$ cat src/rtl/temporal_encoder.sv
// temporal_encoder: turns per-channel binary values into pulse-width-coded
// spikes aligned to a free-running gamma cycle. One vector can wait in a
// pending register while the previous one is replayed from the active
// register. The replay FSM is two-state: IDLE (nothing to replay this gamma
// cycle) and ACTIVE (active register drives spikes for the whole cycle).
//
// Handshake: a vector transfers on a rising edge where in_valid && in_ready.
// in_val/in_null are captured at that edge. in_ready is a registered copy of
// "pending register empty" (forced low in reset). in_valid may drop at any
// time without a transfer.
module temporal_encoder #(
    parameter int GAMMA_CYCLE_WIDTH = 16,
    parameter int PULSE_WIDTH       = 8,
    parameter int NUM_CH            = 2,
    localparam int VAL_W            = $clog2(GAMMA_CYCLE_WIDTH)
) (
    input  logic                      aclk,
    input  logic                      grst,
    input  logic                      in_valid,
    output logic                      in_ready,
    input  logic [NUM_CH*VAL_W-1:0]   in_val,
    input  logic [NUM_CH-1:0]         in_null,
    output logic [NUM_CH-1:0]         spike,
    output logic                      gamma_start,
    output logic                      busy
);

    localparam int VW1 = VAL_W + 1;
    localparam logic [VAL_W-1:0] LAST_SLOT = VAL_W'(GAMMA_CYCLE_WIDTH - 1);
    localparam logic [VAL_W:0]   PW_EXT    = VW1'(PULSE_WIDTH);

    typedef enum logic {
        IDLE   = 1'b0,
        ACTIVE = 1'b1
    } state_t;

    // run distinguishes the first cycle after reset (slot 0) from normal counting
    logic                    run;
    logic [VAL_W-1:0]        slot,      slot_nxt;
    logic                    pend_full, pend_full_nxt;
    logic [NUM_CH*VAL_W-1:0] pend_val,  pend_val_nxt;
    logic [NUM_CH-1:0]       pend_null, pend_null_nxt;
    state_t                  state,     state_nxt;
    logic [NUM_CH*VAL_W-1:0] act_val,   act_val_nxt;
    logic [NUM_CH-1:0]       act_null,  act_null_nxt;
    logic [NUM_CH-1:0]       spike_nxt;
    logic                    fire;
    logic                    wrap;

    assign fire = in_valid && in_ready;
    assign wrap = run && (slot == LAST_SLOT);

    // Next-state logic: slot counter, pending/active registers and FSM state
    always_comb begin
        slot_nxt      = slot;
        pend_full_nxt = pend_full;
        pend_val_nxt  = pend_val;
        pend_null_nxt = pend_null;
        state_nxt     = state;
        act_val_nxt   = act_val;
        act_null_nxt  = act_null;

        if (!run) begin
            slot_nxt = '0;
        end else if (wrap) begin
            slot_nxt = '0;
        end else begin
            slot_nxt = slot + 1'b1;
        end

        if (wrap) begin
            if (pend_full) begin
                // queued vector takes over for the next gamma cycle
                state_nxt     = ACTIVE;
                act_val_nxt   = pend_val;
                act_null_nxt  = pend_null;
                pend_full_nxt = 1'b0;
            end else if (fire) begin
                // bypass: vector arriving on the last slot goes straight to active
                state_nxt    = ACTIVE;
                act_val_nxt  = in_val;
                act_null_nxt = in_null;
            end else begin
                state_nxt = IDLE;
            end
        end else if (fire) begin
            pend_full_nxt = 1'b1;
            pend_val_nxt  = in_val;
            pend_null_nxt = in_null;
        end
    end

    // Per-channel pulse window: slots t..t+PW-1, never the guard slot, t>=G-1 is null
    for (genvar i = 0; i < NUM_CH; i++) begin : g_ch
        logic [VAL_W-1:0] t;
        logic [VAL_W:0]   t_end;
        assign t     = act_val_nxt[i*VAL_W +: VAL_W];
        assign t_end = {1'b0, t} + PW_EXT;
        assign spike_nxt[i] = (state_nxt == ACTIVE) && !act_null_nxt[i]
                              && (t < LAST_SLOT)
                              && (slot_nxt >= t)
                              && ({1'b0, slot_nxt} < t_end)
                              && (slot_nxt != LAST_SLOT);
    end

    // State and output registers; outputs are computed from next state so they align with slot
    always_ff @(posedge aclk) begin
        if (grst) begin
            run         <= 1'b0;
            slot        <= '0;
            pend_full   <= 1'b0;
            pend_val    <= '0;
            pend_null   <= '0;
            state       <= IDLE;
            act_val     <= '0;
            act_null    <= '0;
            in_ready    <= 1'b0;
            spike       <= '0;
            gamma_start <= 1'b0;
            busy        <= 1'b0;
        end else begin
            run         <= 1'b1;
            slot        <= slot_nxt;
            pend_full   <= pend_full_nxt;
            pend_val    <= pend_val_nxt;
            pend_null   <= pend_null_nxt;
            state       <= state_nxt;
            act_val     <= act_val_nxt;
            act_null    <= act_null_nxt;
            in_ready    <= !pend_full_nxt;
            spike       <= spike_nxt;
            gamma_start <= (slot_nxt == '0);
            busy        <= (state_nxt == ACTIVE);
        end
    end

endmodule

$ cat config.mk
export PLATFORM = sky130hd
export DESIGN_NAME = temporal_encoder
export DESIGN_NICKNAME = d
export VERILOG_FILES = /design/src/rtl/temporal_encoder.sv
export SDC_FILE = /design/constraint.sdc
export NUM_CORES = 1
export LEC_CHECK = 0
export ABC_CLOCK_PERIOD_IN_PS = 4300
export CAP_MARGIN = 25
export CORE_AREA = 10 10 117 77
export DETAILED_ROUTE_END_ITERATION = 7
export DIE_AREA = 0 0 127 87
export HOLD_SLACK_MARGIN = 0.02
export PLACE_DENSITY = 0.37
export SYNTH_ARGS = -nofsm -noshare
export SYNTH_HDL_FRONTEND = slang
export SYNTH_SLANG_ARGS = --single-unit
$ cat constraint.sdc
create_clock -name aclk -period 4.3 [get_ports aclk]
set_clock_uncertainty 0.05 [all_clocks]
set_input_delay 0.86 -clock aclk [delete_from_list [all_inputs] [get_ports aclk]]
set_output_delay 0.86 -clock aclk [all_outputs]
set_load 0.005 [all_outputs]
Word level (Yosys, flattened, before mapping)

Index checks and enable logic that the tools add are counted.

Register bits: 31
Bits of input ports: 13
Output and inout port bits: 5
Word-level logic and storage cells: 54

$add $sub $neg: 3
Order comparisons: 6
Equal/unequal tests: 2
Multiplexer cells: 14
Bitwise logic cells: 1
Reductions and logical operators: 17

Operator list:

| cell                | number |
|---|---|
| $mux 8              | 3 |
| $logic_and 1x1->1   | 12 |
| $add 4x4->5 const B | 2 |
| $lt 4x5->1          | 2 |
| $ge 4x4->1          | 2 |
| $lt 4x4->1 const B  | 2 |
| $mux 4              | 2 |
| $mux 1              | 6 |
| $mux 2              | 3 |
| $add 4x1->4 const B | 1 |
| $eq 4x4->1 const B  | 1 |
| $logic_not 4->1     | 1 |
| $ne 4x4->1 const B  | 1 |
| $logic_not 1->1     | 3 |
| $reduce_and 2->1    | 1 |
| $not 1->1           | 1 |

Logic depth before layout (Yosys ltp)

Depth in word-level cells: 10
Mapped depth: 13
Depth with buffers taken out: 11

Worst setup path before layout

OpenSTA, ideal clock, no wires.

Kind: input to register
Start: input in_valid
End: register spike[0]
Setup time: 0.100 ns
Data arrival time: 2.669 ns
Data required time: 4.150 ns
Slack: 1.481 ns
Cell stages on the path: 11
Path buffers: 2
Path through: a21o_4 > nor2b_4 > buf_6 > buf_2 > o21ai_1 > ha_1 > nor2b_1 > o21a_1 > o21ai_0 > o31ai_1 > a2111oi_4

Cells in the longest elaborated chain, start to end: 10
Elaborated cells between the ends (all ways): 20
Those cells by class: add/sub: 1; order compare: 3; mux: 9; reduce/logical: 7

RTL lines:

| item                                                | line | source |
|---|---|---|
| start: declaration                                  | 19   | `input logic in_valid,` |
| $logic_and 1x1->1 (*)                               | 50   | `assign fire = in_valid && in_ready;` |
| branches (longest 7 deep; another with $add 4x4->5) | n/a  |  |
| $logic_and 1x1->1 (*)                               | 102  | `&& ({1'b0, slot_nxt} < t_end)` |
| $logic_and 1x1->1 (*)                               | 103  | `&& (slot_nxt != LAST_SLOT);` |
| end signal: assignment                              | 131  | `spike <= spike_nxt;` |
| end: declaration                                    | 23   | `output logic [NUM_CH-1:0] spike,` |

Mark *: on every way between the ends.
A chain may end at the register's enable or synchronous reset.

Worst setup path in the final report

Start: input in_valid
End: register spike[0]

Elaborated cells between the ends (all ways): 20
Those cells by class: add/sub: 1; order compare: 3; mux: 9; reduce/logical: 7

RTL lines:

| item                                                | line | source |
|---|---|---|
| $logic_and 1x1->1 (*)                               | 50   |  |
| $mux 8 (*)                                          | 78   | `end else if (fire) begin` |
| $mux 8 (*)                                          | 72   | `if (pend_full) begin` |
| $mux 8 (*)                                          | 71   | `if (wrap) begin` |
| net act_val_nxt[0]                                  | 44   | `logic [NUM_CH*VAL_W-1:0] act_val, act_val_nxt;` |
| branches (longest 3 deep; another with $add 4x4->5) | n/a  |  |
| $logic_and 1x1->1 (*)                               | 102  |  |
| $logic_and 1x1->1 (*)                               | 103  |  |

Mark *: on every way through the listed nets, which the timed path passes.

==> run_results.csv <==
group,metric,value,unit
status,status,"finished, final reports clean",
drt,wl,4110,um
pwr,power_density,354,nW/um2
synth,synth_compound_area_frac,0.162,
grt,grt.overflow.total,0,
placed_design,place.gp.congestion,0.770,
timing,finalSetupViolations,0,
drt,vias,1303,
worst_setup_path,worst_ep_arrival_time,3.33,ns
worst_setup_path,r2r.worst_path.cells,11,
cts,hold_buffers,0,
timing,worst_slew_pin_slew,0.538,ns
cts,cts_tree,"done",
job,drv_cap,0,
worst_setup_path,reg2reg_from,"slot[0]",
timing,finalCriticalPeriod,3.24,ns
cts,ctsResizeCount,0,
layout,instances_no_fill,300,
synth,async_flop_share,0,
layout,drive_above_1_share,0.100,
timing,final.setup.tns,0,ns
worst_setup_path,crit_path_end_kind,"flop",
floorplanning,num_rows,24,
grt,track_usage,0.0793,
timing,finalHoldWorstSlack,0.417,ns
synth,ys_types,42,
timing,fmax,0.309,GHz
layout,areaGrowthSynthToFinish,24.5,%
cts,cts_setup_buffers,0,
drt,final_antenna_net_count,0,
drt,drt_pass1_iterations,4,
floorplanning,die-area,11000,um2
drt,avgRoutedWirePerCell,13.7,um
placed_design,dp_cells,292,
worst_hold_path,hold_path_end,"pend_null[0]",
cts,insertion_delay,0.27,ns
timing,slew_headroom,0.640,
synth,synth_nets,216,
synth,ys_ff_latch,31,
timing,period_share,0.754,
synth,yosysWarnings,0,
drt,vias_per_cell,4.34,
synth,synthXorXnorAreaFrac,0.00526,
synth,synthFlopType,"dfxtp_1",
worst_hold_path,worstHoldPathType,"flop to flop",
worst_setup_path,worst_setup_path_start_kind,"input pin",
grt,antenna_found_initial,0,
floorplanning,fp.dieH,87,um
placed_design,hpwl,3150,um
synth,syn_area,1670,um2
synth,syn_inst,190,
worst_hold_path,whs_path_depth,2,
synth,synth_top_family_by_area,"simple AND/OR/NAND/NOR gates",
synth,yosys.area_share.adder,0.0977,
grt,first_global_vias,1365,
timing,rsz0062_at_grt,"no",
grt,grt_max_degree,23,
grt,grt_pass1_wl,7060,um
worst_setup_path,cp_max_fo,22,
timing,hold_viol,0,
placed_design,port_buffers,17,
cts,clockRootBuffer,"clkbuf_16",
layout,antennaDiodeCount,0,
worst_setup_path,crit_required,4.39,ns
worst_hold_path,min_from,"pend_null[0]",
floorplanning,core_area,6970,um2
synth,ys_seq_area_frac,0.373,
timing,drv_slew,0,
synth,synthSimpleGateAreaFrac,0.252,
cts,cts_sinks,31,
cts,cts_buffers,5,
worst_setup_path,reg2reg_to,"spike[0]",
layout,final_nets,234,
cts,clk_pin_slew,0.05,ns
synth,yosysTopAreaCellShare,0.373,
floorplanning,start_util,0.239,
layout,final_util,0.298,
synth,synthTopCellsByArea,"dfxtp_1 37%, ha_1 9.8%, nand2_1 7.4%",
pwr,ir_worst_vdd,0.130,mV
worst_setup_path,reg2reg_slack,1.38,ns
cts,clockBufferDepth,2,
synth,synth-edff-count,0,
synth,avgSynthCellArea,8.76,um2
drt,drc,0,
synth,yosysTopAreaCell,"dfxtp_1",
drt,drtIter0Drc,75,
floorplanning,io_pins,18,
pwr,p_leak,0.805,nW
worst_setup_path,timing.setup.critical_path_class,"input pin to flop",
synth,synthMuxAreaShare,0.0661,
floorplanning,die_w,127,um
cts,cts_max_level,2,
==> metrics by stage <==
stage | instance area, um2 | setup slack (ns) | power, mW
3_5_place_dp | 1920 | 0.784 | 0.375
4_1_cts | 2070 | 1.07 | 0.748
6_report | 2070 | 1.06 | 0.733
3_3_place_gp | 1920 | 0.801 | 0.376
2_1_floorplan | 1670 | 1.48 | 0.346
5_1_grt | 2070 | 0.787 | 0.769
==> routing by layer <==
metal	part of all wire	wire, um	track usage	up-vias
met5	0	0	0	-
met4	0.0056	23	0.0216	0
met3	0.047	194	0.0335	4
met2	0.35	1450	0.102	17
met1	0.59	2440	0.114	587
li1	-	-	-	695
==> synthesized netlist by cell type, types with 2 or more instances <==
| library cell | count |
|---|---|
| and2b_2 | 2 |
| mux2i_1 | 11 |
| o21ai_1 | 6 |
| clkbuf_1 | 4 |
| nand3_1 | 2 |
| buf_2 | 2 |
| nand4_1 | 6 |
| ha_1 | 13 |
| inv_1 | 6 |
| nand2_1 | 33 |
| a211oi_1 | 2 |
| and2_1 | 5 |
| and3_1 | 3 |
| o21a_1 | 2 |
| buf_6 | 2 |
| dfxtp_1 | 31 |
| o21ai_0 | 2 |
| nor2b_1 | 2 |
| a21oi_1 | 17 |
| nand2b_1 | 4 |
| nor2_1 | 14 |
==> worst max-delay path by stage <==
stage | start | endpoint | slack [ns] | cells past startpoint
CTS | in_valid | spike[0] | 1.07 | 11
global placement | in_valid | spike[0] | 0.80 | 11
floorplan | in_valid | spike[0] | 1.48 | 11
detailed placement | in_valid | spike[0] | 0.78 | 11
finish | in_valid | spike[0] | 1.06 | 11
global route | in_valid | spike[0] | 0.79 | 11
==> flip-flops by register name, summed over array words and instances, names as in the netlist <==
name         count
in_ready         1
pend_val         8
slot             4
run              1
pend_full        1
state            1
spike            2
act_null         2
gamma_start      1
pend_null        2
act_val          8
==> final cells by class <==
type	instances	area, um2
Multi-Input combinational cell	144	971
Fill cell	755	4890
Clock buffer	8	156
Sequential cell	31	621
Timing Repair Buffer	19	185
Inverter	7	26.3
Tap cell	91	114
==> cells by family (layout without fill, tap and decap cells) <==
| kind of cell | after synthesis | after routing |
|---|---|---|
| DFF | 31 | 31 |
| buffers and inverters | 15 | 34 |
| adders and majority gates | 13 | 13 |
| muxes | 11 | 11 |
| and+or+nand+nor | 81 | 81 |
| xor gates and xnor gates | 1 | 1 |
| AOI/OAI and AO/OA | 38 | 38 |
==> where the power goes <==
group / total (mW) / internal, mW / leakage [nW] / switching, mW
clock: 0.365 / 0.246 / 0.0772 / 0.119
combinational: 0.0659 / 0.0326 / 0.475 / 0.0333
sequential: 0.303 / 0.296 / 0.252 / 0.00654
==> cells in the final DEF, fill, tap and decap left out, drive strengths merged, types with 2 or more instances in the layout <==
cell type	n
nand4	7
a21oi	17
dfxtp	31
ha	13
o21ai	9
clkdlybuf4s50	17
inv	7
clkbuf	8
and2b	3
o21a	2
and3	3
nand2	34
nor2	14
nand2b	5
mux2i	11
buf	2
a211oi	2
and2	5
nand3	2
nor2b	3
==> worst max-delay path: stages <==
cell             delay, ns
clkdlybuf4s50_1       0.51
a21o_4                0.16
nor2b_4               0.44
nor2_1                0.08
a21oi_1               0.19
ha_1                  0.26
nand2b_1              0.14
a21oi_1               0.15
nor3b_1               0.07
o31ai_1               0.39
a2111oi_4             0.07
Note: power is estimated with default switching activity, not from simulation.
